File: src/rtl/muldiv_pkg.sv
// Shared constants and op decode for the iterative multiply/divide unit.
package muldiv_pkg;

  localparam int MD_WIDTH = 32;
  localparam int ITER     = MD_WIDTH;
  localparam logic [MD_WIDTH-1:0] DIV0_LO = '1;

  localparam logic [2:0] OP_MULT  = 3'd0;
  localparam logic [2:0] OP_MULTU = 3'd1;
  localparam logic [2:0] OP_DIV   = 3'd2;
  localparam logic [2:0] OP_DIVU  = 3'd3;
  localparam logic [2:0] OP_MTHI  = 3'd4;
  localparam logic [2:0] OP_MTLO  = 3'd5;

  localparam logic [1:0] S_IDLE = 2'd0;
  localparam logic [1:0] S_CALC = 2'd1;
  localparam logic [1:0] S_FIX  = 2'd2;

  typedef struct packed {
    logic iterative;  // goes through CALC/FIX
    logic is_div;     // divide datapath instead of multiply
    logic is_signed;  // magnitude conversion and sign fix-up needed
    logic wr_hi;      // single-cycle MTHI
    logic wr_lo;      // single-cycle MTLO
  } op_dec_t;

  function automatic op_dec_t decode_op(input logic [2:0] op);
    op_dec_t d;
    d = '0;
    case (op)
      OP_MULT:  begin d.iterative = 1'b1; d.is_signed = 1'b1; end
      OP_MULTU: begin d.iterative = 1'b1; end
      OP_DIV:   begin d.iterative = 1'b1; d.is_div = 1'b1; d.is_signed = 1'b1; end
      OP_DIVU:  begin d.iterative = 1'b1; d.is_div = 1'b1; end
      OP_MTHI:  d.wr_hi = 1'b1;
      OP_MTLO:  d.wr_lo = 1'b1;
      default:  d = '0;
    endcase
    return d;
  endfunction

endpackage

File: src/rtl/muldiv_if.sv
// Request/result bundle between the execute stage and the multiply/divide unit.
interface muldiv_if #(parameter int WIDTH = 32);
  logic             start;
  logic [2:0]       op;
  logic [WIDTH-1:0] a;
  logic [WIDTH-1:0] b;
  logic             flush;
  logic             busy;
  logic             done;
  logic [WIDTH-1:0] hi;
  logic [WIDTH-1:0] lo;

  modport master (output start, op, a, b, flush, input busy, done, hi, lo);
  modport slave  (input start, op, a, b, flush, output busy, done, hi, lo);
endinterface

File: src/rtl/muldiv_step.sv
// One iteration of the shared datapath: shift-add multiply or restoring divide.
// acc_hi/acc_lo hold {partial product, remaining multiplier} for multiply and
// {partial remainder, dividend/quotient} for divide.
module muldiv_step #(
  parameter int WIDTH = 32
) (
  input  logic             is_div,
  input  logic [WIDTH-1:0] acc_hi,
  input  logic [WIDTH-1:0] acc_lo,
  input  logic [WIDTH-1:0] operand,
  output logic [WIDTH-1:0] next_hi,
  output logic [WIDTH-1:0] next_lo
);

  logic [WIDTH:0] sum;
  logic [WIDTH:0] shifted;
  logic [WIDTH:0] diff;

  // Both candidate updates are formed every cycle; is_div picks one.
  always_comb begin
    sum     = {1'b0, acc_hi} + (acc_lo[0] ? {1'b0, operand} : '0);
    shifted = {acc_hi, acc_lo[WIDTH-1]};
    diff    = shifted - {1'b0, operand};
    if (is_div) begin
      // Partial remainder stays below the divisor, so bit WIDTH is the borrow.
      if (!diff[WIDTH]) begin
        next_hi = diff[WIDTH-1:0];
        next_lo = {acc_lo[WIDTH-2:0], 1'b1};
      end else begin
        next_hi = shifted[WIDTH-1:0];
        next_lo = {acc_lo[WIDTH-2:0], 1'b0};
      end
    end else begin
      // Carry-out of the add shifts into the top of the partial product.
      next_hi = sum[WIDTH:1];
      next_lo = {sum[0], acc_lo[WIDTH-1:1]};
    end
  end

endmodule

File: src/rtl/muldiv_unit.sv
// Iterative multiply/divide unit owning the HI/LO registers.
// Iterative ops: start edge, 32 CALC edges, one FIX edge that writes HI/LO.
module muldiv_unit
  import muldiv_pkg::*;
#(
  parameter int WIDTH = MD_WIDTH
) (
  input logic      clk,
  input logic      rst_n,
  muldiv_if.slave  bus
);

  localparam int CW = $clog2(WIDTH);
  localparam logic [CW-1:0] LAST = CW'(WIDTH - 1);

  logic [1:0]       state;
  logic [CW-1:0]    count;
  logic             done;
  logic [WIDTH-1:0] hi;
  logic [WIDTH-1:0] lo;

  // Operands and sign information captured at the start edge
  logic             is_div;
  logic             neg_main;
  logic             neg_rem;
  logic             div_zero;
  logic [WIDTH-1:0] a_raw;
  logic [WIDTH-1:0] operand;
  logic [WIDTH-1:0] acc_hi;
  logic [WIDTH-1:0] acc_lo;

  op_dec_t          dec;
  logic             take;
  logic             take_iter;
  logic             fix_write;
  logic             a_neg;
  logic             b_neg;
  logic [WIDTH-1:0] a_mag;
  logic [WIDTH-1:0] b_mag;
  logic [WIDTH-1:0] step_hi;
  logic [WIDTH-1:0] step_lo;
  logic [WIDTH-1:0] res_hi;
  logic [WIDTH-1:0] res_lo;
  logic [2*WIDTH-1:0] prod;

  assign dec       = decode_op(bus.op);
  assign take      = (state == S_IDLE) && bus.start && !bus.flush;
  assign take_iter = take && dec.iterative;
  assign fix_write = (state == S_FIX) && !bus.flush;
  assign a_neg     = dec.is_signed && bus.a[WIDTH-1];
  assign b_neg     = dec.is_signed && bus.b[WIDTH-1];
  assign a_mag     = a_neg ? -bus.a : bus.a;
  assign b_mag     = b_neg ? -bus.b : bus.b;

  assign bus.busy = (state != S_IDLE);
  assign bus.done = done;
  assign bus.hi   = hi;
  assign bus.lo   = lo;

  muldiv_step #(.WIDTH(WIDTH)) u_step (
    .is_div  (is_div),
    .acc_hi  (acc_hi),
    .acc_lo  (acc_lo),
    .operand (operand),
    .next_hi (step_hi),
    .next_lo (step_lo)
  );

  // Sign correction of the magnitude result, plus the divide-by-zero override
  always_comb begin
    prod = {acc_hi, acc_lo};
    if (neg_main) prod = -prod;
    if (!is_div) begin
      res_hi = prod[2*WIDTH-1:WIDTH];
      res_lo = prod[WIDTH-1:0];
    end else if (div_zero) begin
      res_hi = a_raw;
      res_lo = '1;
    end else begin
      res_hi = neg_rem  ? -acc_hi : acc_hi;
      res_lo = neg_main ? -acc_lo : acc_lo;
    end
  end

  // FSM, iteration counter and the one-cycle done pulse
  always_ff @(posedge clk or negedge rst_n) begin
    if (!rst_n) begin
      state <= S_IDLE;
      count <= '0;
      done  <= 1'b0;
    end else begin
      done <= 1'b0;
      case (state)
        S_IDLE: begin
          if (take_iter) begin
            state <= S_CALC;
            count <= '0;
          end
        end
        S_CALC: begin
          if (bus.flush) begin
            state <= S_IDLE;
            count <= '0;
          end else if (count == LAST) begin
            state <= S_FIX;
            count <= '0;
          end else begin
            count <= count + 1'b1;
          end
        end
        S_FIX: begin
          state <= S_IDLE;
          done  <= fix_write;
        end
        default: begin
          state <= S_IDLE;
          count <= '0;
        end
      endcase
    end
  end

  // Operand capture at the start edge, then one datapath step per CALC cycle
  always_ff @(posedge clk or negedge rst_n) begin
    if (!rst_n) begin
      is_div   <= 1'b0;
      neg_main <= 1'b0;
      neg_rem  <= 1'b0;
      div_zero <= 1'b0;
      a_raw    <= '0;
      operand  <= '0;
      acc_hi   <= '0;
      acc_lo   <= '0;
    end else if (take_iter) begin
      is_div   <= dec.is_div;
      neg_main <= a_neg ^ b_neg;
      neg_rem  <= a_neg;
      div_zero <= dec.is_div && (bus.b == '0);
      a_raw    <= bus.a;
      acc_hi   <= '0;
      acc_lo   <= dec.is_div ? a_mag : b_mag;
      operand  <= dec.is_div ? b_mag : a_mag;
    end else if (state == S_CALC) begin
      acc_hi   <= step_hi;
      acc_lo   <= step_lo;
    end
  end

  // Architectural HI/LO: written by MTHI/MTLO when idle or by an unflushed FIX
  always_ff @(posedge clk or negedge rst_n) begin
    if (!rst_n) begin
      hi <= '0;
      lo <= '0;
    end else if (fix_write) begin
      hi <= res_hi;
      lo <= res_lo;
    end else if (take) begin
      if (dec.wr_hi) hi <= bus.a;
      if (dec.wr_lo) lo <= bus.a;
    end
  end

endmodule

File: src/flat_wrapper.sv
// flat-port wrapper written by rule: the top's interface ports become plain ports
module muldiv_unit_flat import muldiv_pkg::*;
#(
  parameter int WIDTH = MD_WIDTH
)
  (clk, rst_n, bus_start, bus_op, bus_a, bus_b, bus_flush, bus_busy, bus_done, bus_hi, bus_lo);
  muldiv_if #(.WIDTH(WIDTH)) bus_i ();
  input logic clk;
  input logic rst_n;
  input wire logic [$bits(bus_i.start)-1:0] bus_start;
  input wire logic [$bits(bus_i.op)-1:0] bus_op;
  input wire logic [$bits(bus_i.a)-1:0] bus_a;
  input wire logic [$bits(bus_i.b)-1:0] bus_b;
  input wire logic [$bits(bus_i.flush)-1:0] bus_flush;
  output wire logic [$bits(bus_i.busy)-1:0] bus_busy;
  output wire logic [$bits(bus_i.done)-1:0] bus_done;
  output wire logic [$bits(bus_i.hi)-1:0] bus_hi;
  output wire logic [$bits(bus_i.lo)-1:0] bus_lo;
  assign bus_i.start = bus_start;
  assign bus_i.op = bus_op;
  assign bus_i.a = bus_a;
  assign bus_i.b = bus_b;
  assign bus_i.flush = bus_flush;
  assign bus_busy = bus_i.busy;
  assign bus_done = bus_i.done;
  assign bus_hi = bus_i.hi;
  assign bus_lo = bus_i.lo;
  muldiv_unit #(.WIDTH(WIDTH)) u_core (.clk(clk), .rst_n(rst_n), .bus(bus_i));
endmodule
File: config.mk
export PLATFORM = sky130hd
export DESIGN_NAME = muldiv_unit_flat
export DESIGN_NICKNAME = d
export VERILOG_FILES = /design/src/rtl/muldiv_pkg.sv /design/src/rtl/muldiv_if.sv /design/src/rtl/muldiv_step.sv /design/src/rtl/muldiv_unit.sv /design/src/flat_wrapper.sv
export SDC_FILE = /design/constraint.sdc
export NUM_CORES = 1
export LEC_CHECK = 0
export BUFFER_PORTS_ARGS = -buffer_cell sky130_fd_sc_hd__buf_2
export CORE_ASPECT_RATIO = 0.5
export CORE_MARGIN = 2
export CORE_UTILIZATION = 30
export CTS_CLUSTER_DIAMETER = 30
export DETAILED_ROUTE_END_ITERATION = 8
export PLACE_DENSITY = 0.47
export SLEW_MARGIN = 0
export SYNTH_ARGS = -nofsm -noshare
export SYNTH_HDL_FRONTEND = slang
export SYNTH_SLANG_ARGS = --single-unit
File: constraint.sdc
create_clock -name clk -period 6.3 [get_ports clk]
set_input_delay 0.945 -clock clk [delete_from_list [all_inputs] [get_ports clk]]
set_output_delay 0.945 -clock clk [all_outputs]
set_load 0.02 [all_outputs]
=== Yosys cells after proc, flatten, opt, wreduce, memory -nomap -nowiden ===
Cells that the tools add are included.

* Register bits: 204
* Bits in latches: 0
* RAM bits: 0
* Bits in read-only memories: 0
* Output and inout bits: 66
* Logic and storage cells: 96
* Memories kept: 0

* $add $sub $neg: 8
* $mul: 0
* Div/mod/pow operators: 0
* Magnitude comparators: 0
* Equal/unequal tests: 10
* Shift-type cells: 0
* Multiplexer cells: 40
* Bitwise logic cells: 2
* Reduce and logical (&&, ||, !) cells: 23

{| class="wikitable"
|+ Operators with widths
! operator !! number
|-
| $mux 32 || 24
|-
| $neg 32->32 || 4
|-
| $mux 64 || 1
|-
| $neg 64->64 || 1
|-
| $add 32x33->33 || 1
|-
| $sub 33x32->33 || 1
|-
| $logic_not 32->1 || 1
|-
| $mux 5 || 3
|-
| $pmux 5 s3 || 1
|-
| $reduce_bool 2->1 || 5
|-
| $reduce_and 2->1 || 4
|-
| $logic_and 1x1->1 || 7
|-
| $mux 1 || 7
|-
| $eq 3x2->1 const B || 2
|-
| $eq 3x3->1 const B || 2
|-
| $mux 2 || 3
|-
| $add 5x1->5 const B || 1
|-
| $eq 5x5->1 const B || 1
|-
| $pmux 2 s2 || 1
|-
| $reduce_or 2->1 || 2
|-
| $reduce_or 4->1 || 1
|-
| $eq 3x1->1 const B || 1
|-
| $logic_not 3->1 || 1
|-
| $ne 3x2->1 const B || 1
|-
| other kinds (7) || 7
|}

=== Logic depth before layout (Yosys ltp) ===
* Word-level depth: 7
* Depth in mapped cells: 14

=== Modules after synthesis ===
Synthesis repeated with hierarchy kept, for this count alone.

* Cell total of the unflattened synthesis: 2238
* Area, all modules: 17633.2 sq um

{| class="wikitable"
|+ By module, submodules not included
! module !! times used !! cells each !! area an instance (sq um) !! sequential area each (sq um)
|-
| muldiv_unit || 1 || 1586 || 13107.6 || 5104.9
|-
| muldiv_step || 1 || 652 || 4525.6 || 0.0
|}

=== Least setup slack after synthesis ===
Ideal clock, no wire load.

* Kind: input-to-reg
* Start: input port bus_a[4]
* End: register u_core.operand[22]
* Library setup time: 133 ps
* Arrival: 3176 ps
* Path slack: 2992 ps
* Cell stages on the path: 10
* Path through: clkbuf_1 or4_1 nor4b_2 nand2_1 o31ai_1 o21ai_0 xnor2_1 nor2_1 a211oi_1 a21oi_1

* Longest elaborated chain between the ends: 3

{| class="wikitable"
|+ Ends and longest elaborated chain
! what !! RTL line !! text
|-
| from (decl) || flat_wrapper.sv:12 || <nowiki>input wire logic [$bits(bus_i.a)-1:0] bus_a;</nowiki>
|-
| $neg 32->32 || muldiv_unit.sv:52 || <nowiki>assign a_mag = a_neg ? -bus.a : bus.a;</nowiki>
|-
| $mux 32 || muldiv_unit.sv:52 ||
|-
| $mux 32 || muldiv_unit.sv:142 || <nowiki>operand <= dec.is_div ? b_mag : a_mag;</nowiki>
|-
| to (signal assigned) || muldiv_unit.sv:142 ||
|-
| to (decl) || muldiv_unit.sv:28 || <nowiki>logic [WIDTH-1:0] operand;</nowiki>
|}

Every way passes these cells.
A chain may end at the register's enable or synchronous reset.

=== Worst setup path after layout ===
* Start: register u_core.acc_lo[31]
* End: register u_core.acc_hi[4]

* Longest elaborated chain between the ends: 5

{| class="wikitable"
|+ Ends and longest elaborated chain
! what !! RTL line !! text
|-
| from (decl) || muldiv_unit.sv:30 || <nowiki>logic [WIDTH-1:0] acc_lo;</nowiki>
|-
| from (signal assigned) || muldiv_unit.sv:141 || <nowiki>acc_lo <= dec.is_div ? a_mag : b_mag;</nowiki>
|-
| from (signal assigned) || muldiv_unit.sv:145 || <nowiki>acc_lo <= step_lo;</nowiki>
|-
| $sub 33x32->33 || muldiv_step.sv:23 || <nowiki>diff = shifted - {1'b0, operand};</nowiki>
|-
| $mux 32 || muldiv_step.sv:26 || <nowiki>if (!diff[WIDTH]) begin</nowiki>
|-
| $mux 32 || muldiv_step.sv:24 || <nowiki>if (is_div) begin</nowiki>
|-
| $mux 32 || muldiv_unit.sv:143 || <nowiki>end else if (state == S_CALC) begin</nowiki>
|-
| $mux 32 || muldiv_unit.sv:134 || <nowiki>end else if (take_iter) begin</nowiki>
|-
| to (signal assigned) || muldiv_unit.sv:144 || <nowiki>acc_hi <= step_hi;</nowiki>
|-
| to (decl) || muldiv_unit.sv:29 || <nowiki>logic [WIDTH-1:0] acc_hi;</nowiki>
|}

Every way passes these cells. The select of a mux whose other input is x is not followed.

==> out/summary.md <==
The run finished with clean final reports. The antenna diode instance count is 0. For the met2 routing resource usage after global routing, the log shows 0.342. The maximum net fanout on the critical path works out to 21.

The run gives 0 as the post-CTS setup buffer count. The initial core utilization was 0.302. With fillers left out, the area of the finished cells amounts to 20400 µm².

Clock tree synthesis inserted a total of 52 buffers. The layout-stage area growth over the synthesis result works out to 18.4%. Entering global routing, the biggest net connects 101 pins.

The share of power burned in the clock network is 0.303, and the die height is 174 µm. The worst setup skew after layout was 0.0474 ns. For the register area, the log shows 5110 µm². The share of the yosys chip area belonging to registers was 0.296.

Yosys attributes the largest share of cell area to sky130_fd_sc_hd__dfrtp_1 (30%), sky130_fd_sc_hd__nand2_1 (7.6%), sky130_fd_sc_hd__mux2i_1 (6.6%), sky130_fd_sc_hd__xnor2_1 (5.8%), sky130_fd_sc_hd__o21ai_0 (5.3%). The cell with the most instances after synthesis was sky130_fd_sc_hd__nand2_1. The biggest area contributor in the post-synthesis netlist is sky130_fd_sc_hd__dfrtp_1. The largest single stage delay on the critical path is 0.57 ns.

The logs give 0.887 for the final estimated routing congestion in global placement and 0 for the count of antenna-violating nets left after detailed routing. The share of the cycle needed by the critical path after routing was 0.663; the fraction of final layout cells sized beyond drive strength 1 was 0.138. The clock reaches the later pin of the worst-skew pair after 0.61 ns. The logs give 0 for the number of hold violations in the final report and 0 ns for the total negative setup slack. The net total in the final layout was 2376. Yosys warning count: 0.

By count the netlist is led by sky130_fd_sc_hd__nand2_1 (351), sky130_fd_sc_hd__dfrtp_1 (204), sky130_fd_sc_hd__o21ai_0 (182), sky130_fd_sc_hd__a21oi_1 (161), sky130_fd_sc_hd__nor2_1 (161). The post-detailed-route DRC marker count is 0, and the total die area is 59600 µm². Across the run, the number of max-cap violations was 0. The clock net in this run drives a total of 204 sinks. After layout, the minimum clock period comes to 4.18 ns. The logs give 51000 µm for the detailed placer's ending HPWL and 4 for the number of antenna violations at the first check in global routing. Summed over all layers, the global routing overflow is 0. Setup violations remaining at the end of the flow were counted as 0. The signal on the critical path passes through inv_1 > ha_1 > fa_1 > nand2b_1 > a21o_1 > a21oi_1 > o211ai_1 > nand3_1 > xor2_4 > buf_4 > mux2_2 > a21oi_1 > o21ai_0. The completed layout was analyzed and its total power is 9770 µW. In the synthesized netlist, the number of instances is 2179. STA classifies the critical path endpoint as a flip-flop. The clock passes through at most 3 buffers. The data arrival time at the worst-slack endpoint is 4.62 ns. The global routing usage summed across all routing layers was 0.232; the net switching power figure was 4270 µW.

The H-tree was split into 2 levels. After clock tree synthesis, the clock-pin slew on the worst setup and hold paths is 0.05 ns. The boundary pin count was 137; the number of DRC markers in iteration 0 was 1541. Among all stages on the critical path, the largest delay is contributed by sky130_fd_sc_hd__xor2_4. The area share of the largest cell type after synthesis is 0.296. Dividing the synthesized area by the synthesized cell count gives 7.92 µm².

The filler cells instantiated in the layout total 6040. The switching power share of the total is 0.437. Across all register-to-register paths, the minimum setup slack is 2.12 ns.

The die is 343 µm wide. The multi-input combinational cells in the finished layout cover a total of 11300 µm². For the required time of the critical path, the log shows 6.74 ns.

The run gives 0.459 as the combinational share of power. Setup repair after global routing left no endpoint under its margin. The class of the most critical setup path was flip-flop to flip-flop. The placed instance area was 18500 µm²; the relative slew slack was 0.0751.

For this run, the leading register cell type out of synthesis is sky130_fd_sc_hd__dfrtp_1. The tools report the total wire length after detailed routing as 69700 µm. The run gives 106000 µm as the wire length of the first global-routing pass. The power density relative to cell area came out at 478 nW/µm². For the cell area after technology mapping, the log shows 17300 µm². met1 is the most crowded layer. The synthesized netlist contains 79 unique library cells. The logs give 0 for the total count of max-transition violations in the final report and 0.266 mV for the peak supply drop. The first-pass detailed-route iteration total is 5, and the met3 track utilization from global routing is 0.0390. The run gives 0 as the post-cts repair resize count.

The synthesized design contains 0 enable-type register cells. Dividing the detail-routed wire length by the instance count gives 22.9 µm. The flip-flop and latch count after synthesis was 204. The run gives 0.347 as the routing usage on met1.

The total of hold buffers inserted after clock tree synthesis was 0; the part of the power in registers was 0.237. The startpoint kind of the worst setup timing path was a flip-flop. The port buffer count came out at 136. TritonCTS built the clock tree. The floorplan step defined a core boundary enclosing 57100 µm².

The slew of the pin with the lowest slew margin came out at 1.38 ns. The tools report the CTS root buffer as sky130_fd_sc_hd__clkbuf_16. The worst slack on hold paths was 0.371 ns. The leakage power total is 0.00864 µW, and the number of cell rows is 62.

Based on the critical path, the design can be clocked at up to 239 MHz. Among the stages of the critical path, the cell type that occurs most often is sky130_fd_sc_hd__a21oi_1. The logs give 16100 for the via count of the first global-routing pass and 16600 for the number of vias in the routed layout. The async set or reset register ratio after synthesis works out to 1.00. Synthesis produced a netlist with a net count of 2322. The via count normalized by instance count works out to 5.45.

In this run the worst hold path is classified as input port to async pin. The internal portion of the total power is 5500 µW.
cell usage in the layout (no fill, tap or decap), types with 31 or more instances in the layout:
| cell | instances |
|---|---|
| sky130_fd_sc_hd__a32oi_1 | 31 |
| sky130_fd_sc_hd__inv_1 | 64 |
| sky130_fd_sc_hd__o21ai_0 | 182 |
| sky130_fd_sc_hd__xor2_1 | 86 |
| sky130_fd_sc_hd__nor2_1 | 160 |
| sky130_fd_sc_hd__a21oi_1 | 160 |
| sky130_fd_sc_hd__xnor2_1 | 114 |
| sky130_fd_sc_hd__ha_1 | 70 |
| sky130_fd_sc_hd__dfrtp_1 | 201 |
| sky130_fd_sc_hd__clkbuf_16 | 53 |
| sky130_fd_sc_hd__nand2_1 | 351 |
| sky130_fd_sc_hd__o211ai_1 | 63 |
| sky130_fd_sc_hd__o31ai_1 | 32 |
| sky130_fd_sc_hd__buf_2 | 134 |
| sky130_fd_sc_hd__mux2i_1 | 114 |
state kept, by name, summed over array words and instances (netlist names):
| signal | flops |
|---|---|
| u_core.a_raw | 32 |
| u_core.acc_hi | 32 |
| u_core.acc_lo | 32 |
| u_core.bus.hi | 32 |
| u_core.bus.lo | 32 |
| u_core.operand | 32 |
| u_core.count | 5 |
| u_core.state | 2 |
| u_core.bus.done | 1 |
| u_core.div_zero | 1 |
| u_core.is_div | 1 |
| u_core.neg_main | 1 |
| u_core.neg_rem | 1 |
path summary, 6_finish.rpt:
kind	start	endpoint	cells after the start
max	u_core.acc_lo[31]	u_core.acc_hi[4]	13
min	rst_n	u_core.state[1]	1
max reg2reg	u_core.acc_lo[31]	u_core.acc_hi[4]	13
min reg2reg	u_core.a_raw[6]	u_core.a_raw[6]	2
max in group asynchronous	rst_n	u_core.acc_hi[24]	2
min in group clk	u_core.a_raw[6]	u_core.a_raw[6]	2
metrics by stage:
stage          utilization  setup slack (ns)  std cells
6_report             0.358              2.12       3043
5_1_grt              0.358              1.88       3043
4_1_cts              0.358              2.09       3043
3_5_place_dp         0.324              2.12       2947
3_3_place_gp         0.324              2.17       2947
2_1_floorplan            -              2.99       2179
cells by family (layout without fill, tap and decap cells):
| group | after synthesis | in the layout | synth area share |
|---|---|---|---|
| AO/OA/AOI/OAI | 635 | 635 | 0.233 |
| XOR/XNOR | 201 | 201 | 0.102 |
| adder cells (fa/ha/maj) | 72 | 72 | 0.0530 |
| buffers and inverters | 225 | 321 | 0.0552 |
| flip-flops | 204 | 204 | 0.296 |
| multiplexers | 123 | 123 | 0.0720 |
| AND/OR/NAND/NOR | 719 | 719 | 0.189 |
power groups by stage:
stage	combinational (µW)	sequential, µW	clock [µW]
finish	4490	2320	2970
global route	4950	2370	3080
CTS	4460	2300	3000
detailed placement	4420	2310	0
global placement	4450	2310	0
floorplan	3340	2060	0
layer usage:
layer | vias up | part of all wire
li1 | 7888 | -
met1 | 8131 | 0.49
met2 | 455 | 0.42
met3 | 92 | 0.063
met4 | 4 | 0.024
met5 | - | 0.00042
worst max-delay path: cells and delay by family (launching register included):
family	cells	cell delay (ns)
xor+xnor	1	0.57
flops	1	0.44
buf+inv	2	0.61
mux	1	0.39
compound gates	5	0.92
simple gates	2	0.38
fa+ha+maj	2	0.68
cell type report:
class | instances | share of cell area
sequential | 204 | 0.250
tap | 768 | 0.0470
inverter | 65 | 0.0119
clock inverter | 31 | 0.0231
clock buffer | 65 | 0.0725
timing repair buffer | 160 | 0.0440
multi-input combinational | 1750 | 0.551
No activity file was read; power rests on OpenSTA's default activity.
